<file path="src/rtl/aether_engine_sequencer.sv">
// ---------------------------------------------------------------------------
// aether_engine_sequencer
//
// Purpose
//   Queues host commands in a small FIFO and issues them one at a time to the
//   Aether instruction decoder. Short commands issue back to back, one per
//   cycle. Long-running commands (CNV, DNS, weight-moving LDW) hold the
//   sequencer in WAIT until the datapath pulses op_done_i or a cycle budget
//   runs out. A full RST issue flushes everything still queued. An RDR issue
//   captures the decoder read data.
//
// Ports
//   clk_i, rst_i          clock; asynchronous active-high reset
//   cmd_valid_i/ready_o   host command handshake
//   cmd_instr_i/p1_i/p2_i command opcode and parameters
//   instruction_o,
//   param_1_o, param_2_o  registered command presented to the decoder
//   op_done_i             completion pulse for long-running commands
//   data_i                decoder read data, sampled when an RDR issues
//   rd_data_o/rd_valid_o  captured RDR result and its one-cycle strobe
//   busy_o                work in flight or queued
//   timeout_o             sticky flag: a WAIT was ended by the cycle budget
//   fifo_count_o          current FIFO occupancy
//
// Opcode encoding (shared Aether instruction set)
//   NOP=0 RST=1 WRR=2 RDR=3 LDW=4 CNV=5 DNS=6 LIP=7
//   LDW p1: STRT=0 CONT=1 CWGT=2 DWGT=3 MOVE=4
//   RST p1: FULL=0 ACC=1 BUF=2 (any other p1 is treated as FULL)
// ---------------------------------------------------------------------------
module aether_engine_sequencer #(
  parameter int FIFO_DEPTH     = 4,
  parameter int TIMEOUT_CYCLES = 65535
) (
  input  logic                          clk_i,
  input  logic                          rst_i,
  input  logic                          cmd_valid_i,
  output logic                          cmd_ready_o,
  input  logic [3:0]                    cmd_instr_i,
  input  logic [3:0]                    cmd_p1_i,
  input  logic [15:0]                   cmd_p2_i,
  output logic [3:0]                    instruction_o,
  output logic [3:0]                    param_1_o,
  output logic [15:0]                   param_2_o,
  input  logic                          op_done_i,
  input  logic [15:0]                   data_i,
  output logic [15:0]                   rd_data_o,
  output logic                          rd_valid_o,
  output logic                          busy_o,
  output logic                          timeout_o,
  output logic [$clog2(FIFO_DEPTH):0]   fifo_count_o
);

  // -------------------------------------------------------------------------
  // Constants
  // -------------------------------------------------------------------------
  localparam int PW = $clog2(FIFO_DEPTH);
  localparam int CW = PW + 1;
  localparam int TW = (TIMEOUT_CYCLES > 1) ? $clog2(TIMEOUT_CYCLES) : 1;

  localparam logic [CW-1:0] DEPTH_C = CW'(FIFO_DEPTH);
  // The counter starts at 0 on WAIT entry, so the last permitted WAIT cycle
  // sees TIMEOUT_CYCLES-1.
  localparam logic [TW-1:0] WAIT_LAST = TW'(TIMEOUT_CYCLES - 1);

  localparam logic [3:0] OP_NOP = 4'h0;
  localparam logic [3:0] OP_RST = 4'h1;
  localparam logic [3:0] OP_RDR = 4'h3;
  localparam logic [3:0] OP_LDW = 4'h4;
  localparam logic [3:0] OP_CNV = 4'h5;
  localparam logic [3:0] OP_DNS = 4'h6;

  localparam logic [3:0] LDW_CWGT = 4'h2;
  localparam logic [3:0] LDW_DWGT = 4'h3;
  localparam logic [3:0] LDW_MOVE = 4'h4;

  localparam logic [3:0] RST_ACC = 4'h1;
  localparam logic [3:0] RST_BUF = 4'h2;

  typedef enum logic [1:0] {
    ST_IDLE  = 2'd0,
    ST_ISSUE = 2'd1,
    ST_WAIT  = 2'd2
  } state_t;

  // -------------------------------------------------------------------------
  // State
  // -------------------------------------------------------------------------
  state_t          state_q,    state_d;
  logic [PW-1:0]   wr_ptr_q,   wr_ptr_d;
  logic [PW-1:0]   rd_ptr_q,   rd_ptr_d;
  logic [CW-1:0]   count_q,    count_d;
  logic [3:0]      instr_q,    instr_d;
  logic [3:0]      p1_q,       p1_d;
  logic [15:0]     p2_q,       p2_d;
  logic [15:0]     rd_data_q,  rd_data_d;
  logic            rd_valid_q, rd_valid_d;
  logic            timeout_q,  timeout_d;
  logic [TW-1:0]   wait_cnt_q, wait_cnt_d;

  logic [23:0]     fifo_mem_q [FIFO_DEPTH];

  logic [23:0]     head_word;
  logic            fifo_empty;
  logic            is_long;
  logic            flush;
  logic            push;
  logic            pop;

  // -------------------------------------------------------------------------
  // Command classification (on the command currently being issued)
  // -------------------------------------------------------------------------
  assign head_word  = fifo_mem_q[rd_ptr_q];
  assign fifo_empty = (count_q == '0);

  assign is_long = (instr_q == OP_CNV) ||
                   (instr_q == OP_DNS) ||
                   ((instr_q == OP_LDW) &&
                    ((p1_q == LDW_CWGT) || (p1_q == LDW_DWGT) || (p1_q == LDW_MOVE)));

  // Only ACC and BUF are partial resets; FULL and every undefined RST code
  // flush the queue.
  assign flush = (state_q == ST_ISSUE) && (instr_q == OP_RST) &&
                 (p1_q != RST_ACC) && (p1_q != RST_BUF);

  // Ready is gated by rst_i directly so it reads 0 while reset is held, and
  // by flush so nothing slips into a queue that is being discarded.
  assign cmd_ready_o = !rst_i && (count_q < DEPTH_C) && !flush;
  assign push        = cmd_valid_i && cmd_ready_o;

  // -------------------------------------------------------------------------
  // FSM next-state and output-register logic
  // -------------------------------------------------------------------------
  always_comb begin
    state_d    = state_q;
    instr_d    = OP_NOP;      // outputs fall back to NOP unless a pop loads them
    p1_d       = '0;
    p2_d       = '0;
    rd_data_d  = rd_data_q;
    rd_valid_d = 1'b0;
    timeout_d  = timeout_q;
    wait_cnt_d = wait_cnt_q;
    pop        = 1'b0;

    case (state_q)
      ST_IDLE: begin
        if (!fifo_empty) begin
          pop                   = 1'b1;
          {instr_d, p1_d, p2_d} = head_word;
          state_d               = ST_ISSUE;
        end
      end

      ST_ISSUE: begin
        if (instr_q == OP_RDR) begin
          rd_data_d  = data_i;
          rd_valid_d = 1'b1;
        end

        if (flush) begin
          timeout_d = 1'b0;
          state_d   = ST_IDLE;
        end else if (is_long) begin
          wait_cnt_d = '0;
          state_d    = ST_WAIT;
        end else if (!fifo_empty) begin
          // Chain straight into the next command: one issue per cycle.
          pop                   = 1'b1;
          {instr_d, p1_d, p2_d} = head_word;
        end else begin
          state_d = ST_IDLE;
        end
      end

      ST_WAIT: begin
        // Completion wins over a coincident timeout.
        if (op_done_i) begin
          state_d = ST_IDLE;
        end else if (wait_cnt_q == WAIT_LAST) begin
          timeout_d = 1'b1;
          state_d   = ST_IDLE;
        end else begin
          wait_cnt_d = wait_cnt_q + TW'(1);
        end
      end

      default: begin
        state_d = ST_IDLE;
      end
    endcase
  end

  // -------------------------------------------------------------------------
  // FIFO pointer / occupancy logic
  // -------------------------------------------------------------------------
  always_comb begin
    wr_ptr_d = wr_ptr_q;
    rd_ptr_d = rd_ptr_q;
    count_d  = count_q;

    if (flush) begin
      wr_ptr_d = '0;
      rd_ptr_d = '0;
      count_d  = '0;
    end else begin
      // Pointers are exactly log2(depth) wide, so they wrap naturally.
      if (push) wr_ptr_d = wr_ptr_q + PW'(1);
      if (pop)  rd_ptr_d = rd_ptr_q + PW'(1);
      case ({push, pop})
        2'b10:   count_d = count_q + CW'(1);
        2'b01:   count_d = count_q - CW'(1);
        default: count_d = count_q;
      endcase
    end
  end

  // -------------------------------------------------------------------------
  // Registers
  // -------------------------------------------------------------------------
  always_ff @(posedge clk_i or posedge rst_i) begin
    if (rst_i) begin
      state_q    <= ST_IDLE;
      wr_ptr_q   <= '0;
      rd_ptr_q   <= '0;
      count_q    <= '0;
      instr_q    <= OP_NOP;
      p1_q       <= '0;
      p2_q       <= '0;
      rd_data_q  <= '0;
      rd_valid_q <= 1'b0;
      timeout_q  <= 1'b0;
      wait_cnt_q <= '0;
    end else begin
      state_q    <= state_d;
      wr_ptr_q   <= wr_ptr_d;
      rd_ptr_q   <= rd_ptr_d;
      count_q    <= count_d;
      instr_q    <= instr_d;
      p1_q       <= p1_d;
      p2_q       <= p2_d;
      rd_data_q  <= rd_data_d;
      rd_valid_q <= rd_valid_d;
      timeout_q  <= timeout_d;
      wait_cnt_q <= wait_cnt_d;
    end
  end

  // Storage needs no reset: occupancy and pointers define which entries are
  // live, and push can never fire while rst_i is high.
  always_ff @(posedge clk_i) begin
    if (push) begin
      fifo_mem_q[wr_ptr_q] <= {cmd_instr_i, cmd_p1_i, cmd_p2_i};
    end
  end

  // -------------------------------------------------------------------------
  // Outputs
  // -------------------------------------------------------------------------
  assign instruction_o = instr_q;
  assign param_1_o     = p1_q;
  assign param_2_o     = p2_q;
  assign rd_data_o     = rd_data_q;
  assign rd_valid_o    = rd_valid_q;
  assign timeout_o     = timeout_q;
  assign fifo_count_o  = count_q;
  assign busy_o        = (state_q != ST_IDLE) || !fifo_empty;

endmodule

</file>
<file path="config.mk">
export PLATFORM = sky130hd
export DESIGN_NAME = aether_engine_sequencer
export DESIGN_NICKNAME = d
export VERILOG_FILES = /design/src/rtl/aether_engine_sequencer.sv
export SDC_FILE = /design/constraint.sdc
export NUM_CORES = 1
export LEC_CHECK = 0
export ABC_AREA = 1
export CAP_MARGIN = 25
export CORE_ASPECT_RATIO = 1.5
export CORE_MARGIN = 4
export CORE_UTILIZATION = 57
export CTS_BUF_LIST = sky130_fd_sc_hd__clkbuf_4
export DETAILED_ROUTE_END_ITERATION = 8
export MAX_ROUTING_LAYER = met4
export PLACE_DENSITY = 0.82
export RECOVER_POWER = 100
export REMOVE_ABC_BUFFERS = 1
export SYNTH_ARGS = -nofsm -noshare
export SYNTH_HDL_FRONTEND = slang
export SYNTH_SLANG_ARGS = --single-unit
</file>
<file path="constraint.sdc">
create_clock -name clk_i -period 3.2 [get_ports clk_i]
set_clock_uncertainty 0.1 [all_clocks]
set_input_delay 0.8 -clock clk_i [delete_from_list [all_inputs] [get_ports clk_i]]
set_output_delay 0.8 -clock clk_i [all_outputs]
set_load 0.05 [all_outputs]
</file>
==> results summary, run 1 <==
The starting utilization of the core area came out at 58.4%. The post-CTS resize count is 0. The largest stage delay on the critical path is 0.88 ns.

The buffers inserted during post-CTS setup optimization came out at 0. The hold path depth is 2. The post-synthesis instance total came out at 616. The via count normalized by instance count is 5.45. The die span in y is 141 µm. The buffer and inverter count on the worst path is 2. The TritonCTS sink count came out at 163.

Buffers placed on the I/O ports in this run total 90. The post-synthesis instance area came out at 6740 µm². The count of synthesis-stage warnings from yosys is 0. For this design, the slowest cell found on the critical path is sky130_fd_sc_hd__dlygate4sd3_1.

For this block, the via count after detailed routing is 4759. After detailed routing, the average wire length per cell comes to 16.1 µm. Entering global routing, the biggest net connects 68 pins.

The share of the clock period used by the worst path after layout came out at 92.1%. The synthesized area divided by synthesized cell count came out at 10.9 µm². The register cell area after layout is 4560 µm². The final antenna-violating net count came out at 0. The critical path data required time is 2.30 ns. The worst register-to-register path has a depth of 15.

The power per cell area is 935 nW/µm². In the layout the commonest cells are 118 x sky130_fd_sc_hd__nor2_1, 107 x sky130_fd_sc_hd__nand2_1, 96 x sky130_fd_sc_hd__edfxtp_1, 71 x sky130_fd_sc_hd__dlygate4sd3_1, 67 x sky130_fd_sc_hd__dfrtp_1. The via count of the first global-routing pass came out at 4838. The max-cap violation count is 1. The type of the worst setup path is register to output pin. The highest clock rate is 339 MHz.

STA puts the critical path data arrival time at 2.05 ns. The number of synthesized register bits is 163. 0 antenna diodes ended up in the layout. Setup repair after global routing left no endpoint under its margin. The minimum setup slack among reg-to-reg paths came out at 0.49 ns.

The insertion delay of the later-clocked pin in the worst-skew pair came out at 0.54 ns. The sort of element at the end of the critical path is an output pin. The global-route wire length before repair is 22900 µm. The buffer depth of the longest clock path is 2. The final net count came out at 762. At the pin with the least slew margin, the transition time is 1.71 ns. The number of failing hold endpoints at the final stage came to 0. The total negative slack is 0 ns.

The startpoint identified for the worst hold timing path is rd_data_o[7]$_DFFE_PP0P_. In this run, post-CTS hold repair placed 0 buffers. The core area came out at 11500 µm². The signal on the critical path passes through inv_1 > nand3_1 > dlygate4sd3_1. The count of final max-slew check failures came out at 68. Clock tree synthesis selected as its root buffer the cell sky130_fd_sc_hd__clkbuf_4. Counting the buffers created by CTS gives 17. The first-pass iteration count of the detailed router came out at 4. The number of DRC violations after detailed-routing iteration 0 is 289. The DRC violation count after routing is 0. STA classifies the critical path startpoint as a register. Tracing the worst setup path back leads to its startpoint at fifo_count_o[2]$_DFFE_PP0P_. The kind of cell adding the most delay to the critical path is buffers and inverters.

The flow ran to the end, but the final reports show violations. The global-route usage over all layers is 21.7%. The worst hold slack across all endpoints came out at 0.391 ns.

CTS built an H-tree with a depth of 4. The number of fillers in the final layout came out at 838. Setup violations remaining at the end of the flow were counted as 0. The worst reg2reg path endpoint is fifo_count_o[2]$_DFFE_PP0P_. The area of combinational cells with multiple inputs is 1860 µm². The global-route congestion overflow total is 0. The maximum vdd ir drop is 0.443 mV. The relative max-transition margin came out at -13.9%.

TritonCTS built the clock tree. The clock edge transition at the registers on the reported setup and hold paths is 0.14 ns. The count of pins on the block boundary is 91. The sum of net half-perimeters after detailed placement came out at 9170 µm.

The final layout contains routed wiring with a total length of 14100 µm. The ratio of cells with drive above 1 in the final layout is 7.18%. The unique cell type count in the Yosys netlist is 34.

In this run the core area contains 48 standard-cell rows. Timing analysis after detailed placement gives a worst setup slack of 0.198 ns. In this run the critical register-to-register path is launched from param_1_o[2]$_DFF_PP0_. The number of antenna violations at the first check in global routing is 0.

The last weighted congestion value of the routability-driven placer came out at 0.849. The smallest setup slack after layout is 0.254 ns. The die width is 96.8 µm. For hold timing, the worst endpoint is rd_data_o[7]$_DFFE_PP0P_. The checks that failed: capacitance limit, slew limit. The tightest min-delay check is of the register to register type. The synthesis-to-finish area growth is 19.4%.

In this run the worst path has a maximum fanout of 5. The area enclosed by the die boundary came out at 13700 µm². Leaving out fill and tap cells, the most frequent cell in the layout is sky130_fd_sc_hd__nor2_1.

The shortest period the worst path allows came out at 2.95 ns. The portion of the post-synthesis area used by sequential elements came out at 67.7%. The total leakage power came out at 0.00324 µW.
## report_power, final
part	switching (µW)	internal [µW]
logic	2360	970
registers	262	2670
clock network	684	571
total	3310	4210
## cell families after synthesis
logic type	Yosys count	synth area share (%)
simple gates	275	17.4
fa+ha+maj	7	1.41
flops	163	67.7
xor+xnor	10	1.30
compound gates	93	7.99
buf+inv	68	4.25
## final cells by class
type                    instances  share of cell area, %
inverters                      43                   2.02
repair buffers                101                   12.0
well taps                     150                   2.33
clock buffers                  20                   1.87
clock inverters                12                   1.94
multi-input cells             385                   23.2
flip-flops and latches        163                   56.7
## worst min-delay path, stage by stage (launching register included)
cell	delay (ns)
sky130_fd_sc_hd__dfrtp_1	0.37
sky130_fd_sc_hd__nand2_1	0.05
sky130_fd_sc_hd__nand2_1	0.05
## registers in the layout (all words and copies together), names as in the netlist, 2 cells and up
name and cells:
wr_ptr_q 2, rd_ptr_q 2, fifo_count_o 3, fifo_mem_q 96, wait_cnt_q 16, rd_data_o 16
param_2_o 16, instruction_o 4, state_q 2, param_1_o 4
## through the flow
stage	cells	util [%]	total power, µW	area [µm²]
4_1_cts	874	70.5	7750	8130
3_5_place_dp	842	67.8	6490	7820
6_report	874	69.7	7520	8040
2_1_floorplan	591	-	5230	6620
5_1_grt	874	69.7	7960	8040
3_3_place_gp	842	67.8	6350	7820
## worst max path at each step
stage | end | slack (ns) | depth (start not counted)
after global routing | busy_o | 0.14 | 3
after global placement | fifo_count_o[2]$_DFFE_PP0P_ | 0.31 | 14
after CTS | busy_o | 0.26 | 3
after detailed placement | fifo_count_o[2]$_DFFE_PP0P_ | 0.20 | 14
after floorplan | fifo_mem_q[0][0]$_DFFE_PP_ | 0.32 | 8
final | busy_o | 0.25 | 3
## per-layer routing
layer | vias to the layer above | global-route usage (%) | routed length [µm]
met5 | - | - | 0
met4 | 0 | 7.10 | 202
met3 | 16 | 4.95 | 670
met2 | 151 | 38.2 | 7850
met1 | 2326 | 24.4 | 5350
li1 | 2266 | - | -
## cells in the mapped netlist
master                     instances  area, µm²
sky130_fd_sc_hd__a21oi_1           2       10.0
sky130_fd_sc_hd__xor2_1           10       87.6
sky130_fd_sc_hd__inv_6             1       8.76
sky130_fd_sc_hd__nand2_4           1       11.3
sky130_fd_sc_hd__or2_2             1       6.26
sky130_fd_sc_hd__nand3_2           3       30.0
sky130_fd_sc_hd__nand2_2           2       12.5
sky130_fd_sc_hd__nand3b_1         10       75.1
sky130_fd_sc_hd__nor2_4            1       11.3
sky130_fd_sc_hd__o31ai_1           1       7.51
sky130_fd_sc_hd__fa_1              1       20.0
sky130_fd_sc_hd__o21ai_0          54        270
sky130_fd_sc_hd__a22oi_1          24        180
sky130_fd_sc_hd__inv_1            39        146
sky130_fd_sc_hd__nand3_1          19       95.1
sky130_fd_sc_hd__buf_1             4       15.0
sky130_fd_sc_hd__nor2_1          121        454
sky130_fd_sc_hd__clkinv_1          1       3.75
sky130_fd_sc_hd__clkbuf_1         13       48.8
sky130_fd_sc_hd__buf_8             1       15.0
sky130_fd_sc_hd__ha_1              6       75.1
sky130_fd_sc_hd__a21oi_2           1       8.76
sky130_fd_sc_hd__a21boi_0          1       7.51
sky130_fd_sc_hd__o21ai_1           9       45.0
sky130_fd_sc_hd__buf_6             1       11.3
sky130_fd_sc_hd__dfrtp_1          67       1680
sky130_fd_sc_hd__nor3_1            6       30.0
sky130_fd_sc_hd__buf_2             6       30.0
sky130_fd_sc_hd__nand4_1           6       37.5
sky130_fd_sc_hd__o21ai_2           1       8.76
sky130_fd_sc_hd__edfxtp_1         96       2880
sky130_fd_sc_hd__nor3_4            1       16.3
sky130_fd_sc_hd__nand2_1         104        390
sky130_fd_sc_hd__inv_2             2       7.51
Note: power is estimated with default switching activity, not from simulation.
==> run 2: changes to the inputs <==
==> constraint.sdc (replaced) <==
create_clock -name clk_i -period 3.3 [get_ports clk_i]
set_clock_uncertainty 0.1 [all_clocks]
set_input_delay 0.825 -clock clk_i [delete_from_list [all_inputs] [get_ports clk_i]]
set_output_delay 0.825 -clock clk_i [all_outputs]
set_load 0.05 [all_outputs]
==> results summary, run 2 (synthesized netlist as in run 1, its figures left out) <==
The number of vias after detailed routing is 4854 (+2.0%). STA classifies the critical path endpoint as an output pin. The power per cell area came out at 904 nW/µm² (-3.3%).

The pre-CTS setup slack is 0.274 ns (+0.0759 ns). The last weighted congestion value of the routability-driven placer is 0.836 (-1.5%). The clock edge transition at the registers on the reported setup and hold paths came to 0.13 ns (about the same). The minimum setup slack among reg-to-reg paths came to 0.31 ns (-0.18 ns). The number of antenna diodes is 0 (unchanged). The DRC violation count after routing is 0 (unchanged).

Walking the worst path, the cells encountered are nor2_1 > nand3_1 > nand3_1 > nand2_1 > inv_1 > clkbuf_2. The first-pass iteration count of the detailed router came out at 5 (+1). Counting flops per register, the top entry is fifo_mem_q. The number of antenna violations at the first check in global routing came out at 0 (unchanged). The die span in y is 141 µm (unchanged). The TritonCTS clock tree is done. The worst hold slack across all endpoints came to 0.390 ns (-0.000930 ns). Setup repair after global routing left no endpoint under its margin. The maximum vdd ir drop is 0.498 mV (+12%). The number of DRC violations after detailed-routing iteration 0 is 252 (-13%). The number of failing hold endpoints at the final stage is 0 (unchanged). The buffers inserted during post-CTS setup optimization is 0 (unchanged). The critical path is of the register to output pin type. The endpoint arrival time on the critical path was 2.08 ns (+0.03 ns). The via count normalized by instance count came out at 5.55 (+2.0%). The ratio of cells with drive above 1 in the final layout is 6.77% (-0.41 points). The post-CTS resize count is 0 (unchanged).

The count of final max-slew check failures is 0 (-100%). The library cell used most frequently in the layout, excluding fill and tap cells, is sky130_fd_sc_hd__nor2_1. The CTS buffer count came to 17 (unchanged). Among the stages of the critical path, the cell type that occurs most often is sky130_fd_sc_hd__nand3_1. The die width was 96.8 µm (unchanged). Among all stages on the critical path, the largest delay is contributed by sky130_fd_sc_hd__dfrtp_1.

The run finished with clean final reports. The insertion delay of the later-clocked pin in the worst-skew pair is 0.53 ns (about the same). The starting utilization of the core area came out at 58.4% (unchanged).

The detailed-route wire length per cell came out at 16.5 µm (+2.6%). The core area came out at 11500 µm² (unchanged). The slew at the pin closest to its max-slew limit is 1.33 ns (-0.380 ns). The global-route congestion overflow total is 0 (unchanged). The final design utilization is 69.5% (-0.28 points).

The global-route wire length before repair is 23600 µm (+2.9%). The flip-flop count of the largest register, all copies and words added came to 96 (unchanged). In the layout the commonest cells are 117 x sky130_fd_sc_hd__nor2_1, 107 x sky130_fd_sc_hd__nand2_1, 96 x sky130_fd_sc_hd__edfxtp_1, 71 x sky130_fd_sc_hd__dlygate4sd3_1, 67 x sky130_fd_sc_hd__dfrtp_1.

The maximum number of pins on one net before global-route repair is 53 (-22%). The number of I/O port buffers came to 90 (unchanged). The min-delay analysis places its worst path in the category register to register.

The buffer depth of the longest clock path came out at 2 (unchanged). The final antenna-violating net count came out at 0 (unchanged). The total leakage power is 0.00322 µW (-0.35%). The number of levels the H-tree was split into came out at 4 (unchanged). The final standard cell count with taps included and fillers excluded is 874 (unchanged). The final routed wirelength across all metal layers came to 14400 µm (+2.6%). STA classifies the critical path startpoint as a register. The largest stage delay on the critical path is 0.41 ns (-0.47 ns). The number of hold-repair buffers added at the cts stage is 0 (unchanged). The global-route usage over all layers was 22.4% (+0.67 points). The site row count came out at 48 (unchanged). The max-cap violation count is 0 (-1). The cell total after placement is 842 (unchanged).

The area enclosed by the die boundary was 13700 µm² (unchanged). The root buffer cell chosen for the clock tree is sky130_fd_sc_hd__clkbuf_4. The smallest setup slack after layout is 0.292 ns (+0.0379 ns). The clock period could shrink to 3.01 ns. The maximum fanout along the worst path came out at 8 (+3). The critical path data required time is 2.37 ns (+0.07 ns). The via count of the first global-routing pass is 5022 (+3.8%). The count of pins on the block boundary is 91 (unchanged). The final net count is 762 (unchanged). The relative max-transition margin is 11.5% (+25 points). The TritonCTS sink count came out at 163 (unchanged). Of the available clock period, the critical path in the final layout requires 91.2%. The highest clock rate came out at 332 MHz. The setup violation total in the final timing report came to 0 (unchanged).

The sum of net half-perimeters after detailed placement is 9440 µm (+2.9%). The total negative slack came to 0 ns (unchanged). Compared with the post-synthesis result, the final layout area differs by 18.9%.
-- run 2: path summary, 6_finish.rpt --
| check | from | to | cells past startpoint |
|---|---|---|---|
| max in group asynchronous | rst_i | instruction_o[1]$_DFF_PP0_ | 3 |
| hold / removal | rd_data_o[13]$_DFFE_PP0P_ | rd_data_o[13]$_DFFE_PP0P_ | 2 |
| setup / recovery | param_1_o[2]$_DFF_PP0_ | cmd_ready_o | 6 |
| min in group asynchronous | rst_i | param_2_o[4]$_DFF_PP0_ | 2 |
| hold reg to reg | rd_data_o[13]$_DFFE_PP0P_ | rd_data_o[13]$_DFFE_PP0P_ | 2 |
| setup reg to reg | rd_ptr_q[1]$_DFFE_PP0P_ | param_1_o[0]$_DFF_PP0_ | 5 |
-- run 2: per-stage QoR --
step | power, µW | instance area, µm²
after global placement | 6150 | 7820
after global routing | 7680 | 8010
after CTS | 7430 | 8100
after floorplan | 5080 | 6620
final | 7240 | 8010
after detailed placement | 6300 | 7820
-- run 2: where the power goes --
part / switching [µW] / total, µW / internal [µW]
clock network: 665 / 1130 / 466
registers: 208 / 2800 / 2590
logic: 2370 / 3310 / 942
-- run 2: cell type report --
class                      count  area (µm²)
timing repair buffer         101         962
sequential                   163        4560
fill                         813        3520
tap                          150         188
clock inverter                13         135
inverter                      43         163
clock buffer                  19         143
multi-input combinational    385        1860
-- run 2: metal layers --
metal / vias to the layer above / track usage (%) / part of all wire (%)
met4: 0 / 8.65 / 2.0
met2: 178 / 39.8 / 54
met5: - / - / 0
li1: 2268 / - / -
met1: 2368 / 24.6 / 39
met3: 40 / 4.50 / 5.1
-- run 2: worst max-delay path, delay by kind of cell (launching register included) --
| family | cells | cell delay [ns] |
|---|---|---|
| AND/OR/NAND/NOR | 4 | 0.79 |
| flip-flops | 1 | 0.41 |
| buffers and inverters | 2 | 0.35 |
==> run 3: changes to the inputs <==
--- a/config.mk
+++ b/config.mk
@@ -12,7 +12,6 @@
 export CORE_UTILIZATION = 57
 export CTS_BUF_LIST = sky130_fd_sc_hd__clkbuf_4
 export DETAILED_ROUTE_END_ITERATION = 8
-export MAX_ROUTING_LAYER = met4
 export PLACE_DENSITY = 0.82
 export RECOVER_POWER = 100
 export REMOVE_ABC_BUFFERS = 1
==> results summary, run 3 (synthesized netlist as in run 1, its figures left out) <==
The TritonCTS clock tree is done. The number of antenna violations at the first check in global routing came out at 0 (unchanged). The TritonCTS sink count is 163 (unchanged). The count of final max-slew check failures came out at 0 (unchanged). The first-pass iteration count of the detailed router is 5 (unchanged). The number of I/O port buffers is 90 (unchanged).

The ratio of cells with drive above 1 in the final layout came out at 6.77% (unchanged). The maximum number of pins on one net before global-route repair is 53 (unchanged). The DRC violation count after routing is 0 (unchanged). The synthesis-to-finish area growth is 18.9% (unchanged). The insertion delay of the later-clocked pin in the worst-skew pair came to 0.55 ns (+0.02 ns).

The last weighted congestion value of the routability-driven placer was 0.823 (-1.5%). The share of total power in the clock network is 15.7% (about the same). The library cells used most frequently in the layout, excluding fill and tap cells, are 117 x sky130_fd_sc_hd__nor2_1, 107 x sky130_fd_sc_hd__nand2_1, 96 x sky130_fd_sc_hd__edfxtp_1, 71 x sky130_fd_sc_hd__dlygate4sd3_1, 67 x sky130_fd_sc_hd__dfrtp_1. The post-CTS resize count was 0 (unchanged). The smallest setup slack after layout is 0.281 ns (-0.0101 ns). The final antenna-violating net count is 0 (unchanged). The most common library cell in the layout ignoring fill and taps is sky130_fd_sc_hd__nor2_1. The via count of the first global-routing pass came out at 5016 (-0.12%). The number of levels the H-tree was split into is 4 (unchanged).

The final routed wirelength across all metal layers is 14400 µm (-0.21%). The maximum vdd ir drop is 0.497 mV (about the same). Setup repair after global routing left no endpoint under its margin. The setup violation total in the final timing report is 0 (unchanged). The relative max-transition margin came to 10.9% (-0.58 points). The sum of net half-perimeters after detailed placement came to 9440 µm (unchanged). The register with the most flip-flops in the final layout is fifo_mem_q. The critical path data required time is 2.37 ns (about the same).

The number of DRC violations after detailed-routing iteration 0 came out at 258 (+2.4%). The worst register-to-register path begins at rd_ptr_q[1]$_DFFE_PP0P_. The core area is 11500 µm² (unchanged). The logic depth of the worst register-to-register path is 5 (unchanged).

The global-route wire length before repair came out at 23500 µm (-0.12%). The power spent charging and discharging nets is 3240 µW (-0.22%). STA classifies the critical path startpoint as a register.

The number of antenna diodes came out at 0 (unchanged). The pre-CTS setup slack is 0.274 ns (unchanged). The number of fillers in the final layout came out at 813 (unchanged). The flow ran to the end, and the final reports show no timing, DRC or antenna violations. The clock edge transition at the registers on the reported setup and hold paths came out at 0.13 ns (about the same). The kind of cell adding the most delay to the critical path is simple AND/OR/NAND/NOR gates. The via count normalized by instance count is 5.54 (-0.19%). The global-route usage over all layers was 21.7% (-0.69 points).

The highest clock rate came out at 331 MHz (-0.34%). The net switching fraction of the power is 44.7% (-0.048 points). The count of pins on the block boundary is 91 (unchanged). The buffer and inverter count on the worst path is 2 (unchanged). The global-route congestion overflow total came out at 0 (unchanged). The die width came out at 96.8 µm (unchanged). The launch point of the critical path is param_1_o[2]$_DFF_PP0_. The power per cell area was 903 nW/µm² (-0.11%). The buffers inserted during post-CTS setup optimization came out at 0 (unchanged). The launch point of the worst hold path is rd_data_o[5]$_DFFE_PP0P_.

The detailed-route wire length per cell came out at 16.5 µm (-0.21%). The total leakage power was 0.00322 µW (unchanged). The slew at the pin closest to its max-slew limit was 1.34 ns (+0.00864 ns).

The worst hold path belongs to the class register to register. The hold path depth is 2 (unchanged). The starting utilization of the core area is 58.4% (unchanged).

The largest stage delay on the critical path is 0.41 ns (about the same). The signal on the critical path passes through nor2_1 > nand3_1 > nand3_1 > nand2_1 > inv_1 > clkbuf_2. The flip-flop count of the largest register, all copies and words added is 96 (unchanged).

The site row count came out at 48 (unchanged). The worst setup path is of the register to output pin kind. The worst hold slack across all endpoints was 0.390 ns (-0.000453 ns).

The internal power came out at 4000 µW (about the same). The number of failing hold endpoints at the final stage is 0 (unchanged). The combinational cell fraction of total power came out at 45.7% (about the same). The CTS buffer count is 17 (unchanged).

The root buffer cell is sky130_fd_sc_hd__clkbuf_4. The worst hold path terminates at rd_data_o[5]$_DFFE_PP0P_. The maximum fanout along the worst path is 8 (unchanged).

The final net count is 762 (unchanged). The die span in y came to 141 µm (unchanged). The share of the clock period used by the worst path after layout is 91.5% (+0.31 points). The sequential share of power came out at 38.7% (about the same). The shortest period the worst path allows is 3.02 ns (+0.0101 ns).

The endpoint arrival time on the critical path is 2.09 ns (about the same). For this design, the slowest cell found on the critical path is sky130_fd_sc_hd__dfrtp_1. Among the stages of the critical path, the cell type that occurs most often is sky130_fd_sc_hd__nand3_1. The max-cap violation count is 0 (unchanged).

The number of hold-repair buffers added at the cts stage was 0 (unchanged). The final design utilization was 69.5% (unchanged). The number of vias after detailed routing came out at 4845 (-0.19%). The total negative slack is 0 ns (unchanged).

The area enclosed by the die boundary is 13700 µm² (unchanged). The endpoint identified for the worst register-to-register timing path is param_1_o[0]$_DFF_PP0_. The sort of element at the end of the critical path is an output pin. The minimum setup slack among reg-to-reg paths is 0.33 ns (+0.02 ns). The buffer depth of the longest clock path is 2 (unchanged).
==> run 3: power by group through the flow <==
stage | combinational [µW] | sequential, µW | clock [µW]
2_1_floorplan | 1320 | 3750 | 0
5_1_grt | 3590 | 2850 | 1240
3_5_place_dp | 3450 | 2850 | 0
6_report | 3300 | 2800 | 1130
4_1_cts | 3470 | 2810 | 1150
3_3_place_gp | 3330 | 2830 | 0
==> run 3: worst register-to-register path: stages, from the launching register on <==
cell,delay (ns)
sky130_fd_sc_hd__dfrtp_1,0.34
sky130_fd_sc_hd__clkbuf_1,0.97
sky130_fd_sc_hd__inv_1,0.80
sky130_fd_sc_hd__nor2_1,0.26
sky130_fd_sc_hd__o21ai_0,0.14
sky130_fd_sc_hd__a22oi_1,0.27
==> run 3: through the flow <==
stage | power (µW) | instances | cell area, µm²
finish | 7230 | 874 | 8010
global route | 7670 | 874 | 8010
CTS | 7430 | 874 | 8100
detailed placement | 6300 | 842 | 7820
global placement | 6150 | 842 | 7820
floorplan | 5080 | 591 | 6620
==> run 3: how the worst max path moves through the flow <==
| stage | endpoint | cells after the start |
|---|---|---|
| global placement | fifo_count_o[2]$_DFFE_PP0P_ | 14 |
| detailed placement | fifo_count_o[2]$_DFFE_PP0P_ | 14 |
| global route | param_2_o[7]$_DFF_PP0_ | 5 |
| CTS | busy_o | 3 |
| floorplan | fifo_mem_q[0][0]$_DFFE_PP_ | 8 |
| finish | cmd_ready_o | 6 |
==> run 3: final cells by class <==
| class | count | area, µm² | share of cell area (%) |
|---|---|---|---|
| sequential | 163 | 4560 | 56.9 |
| multi-input combinational | 385 | 1860 | 23.2 |
| timing repair buffer | 101 | 962 | 12.0 |
| tap | 150 | 188 | 2.34 |
| inverter | 43 | 163 | 2.03 |
| clock buffer | 19 | 143 | 1.78 |
| clock inverter | 13 | 135 | 1.69 |
==> run 3: layer usage <==
metal,GRT usage [%],wire [µm]
met5,0,0
met2,39.9,7830
met1,24.3,5530
met3,4.36,753
met4,9.10,291
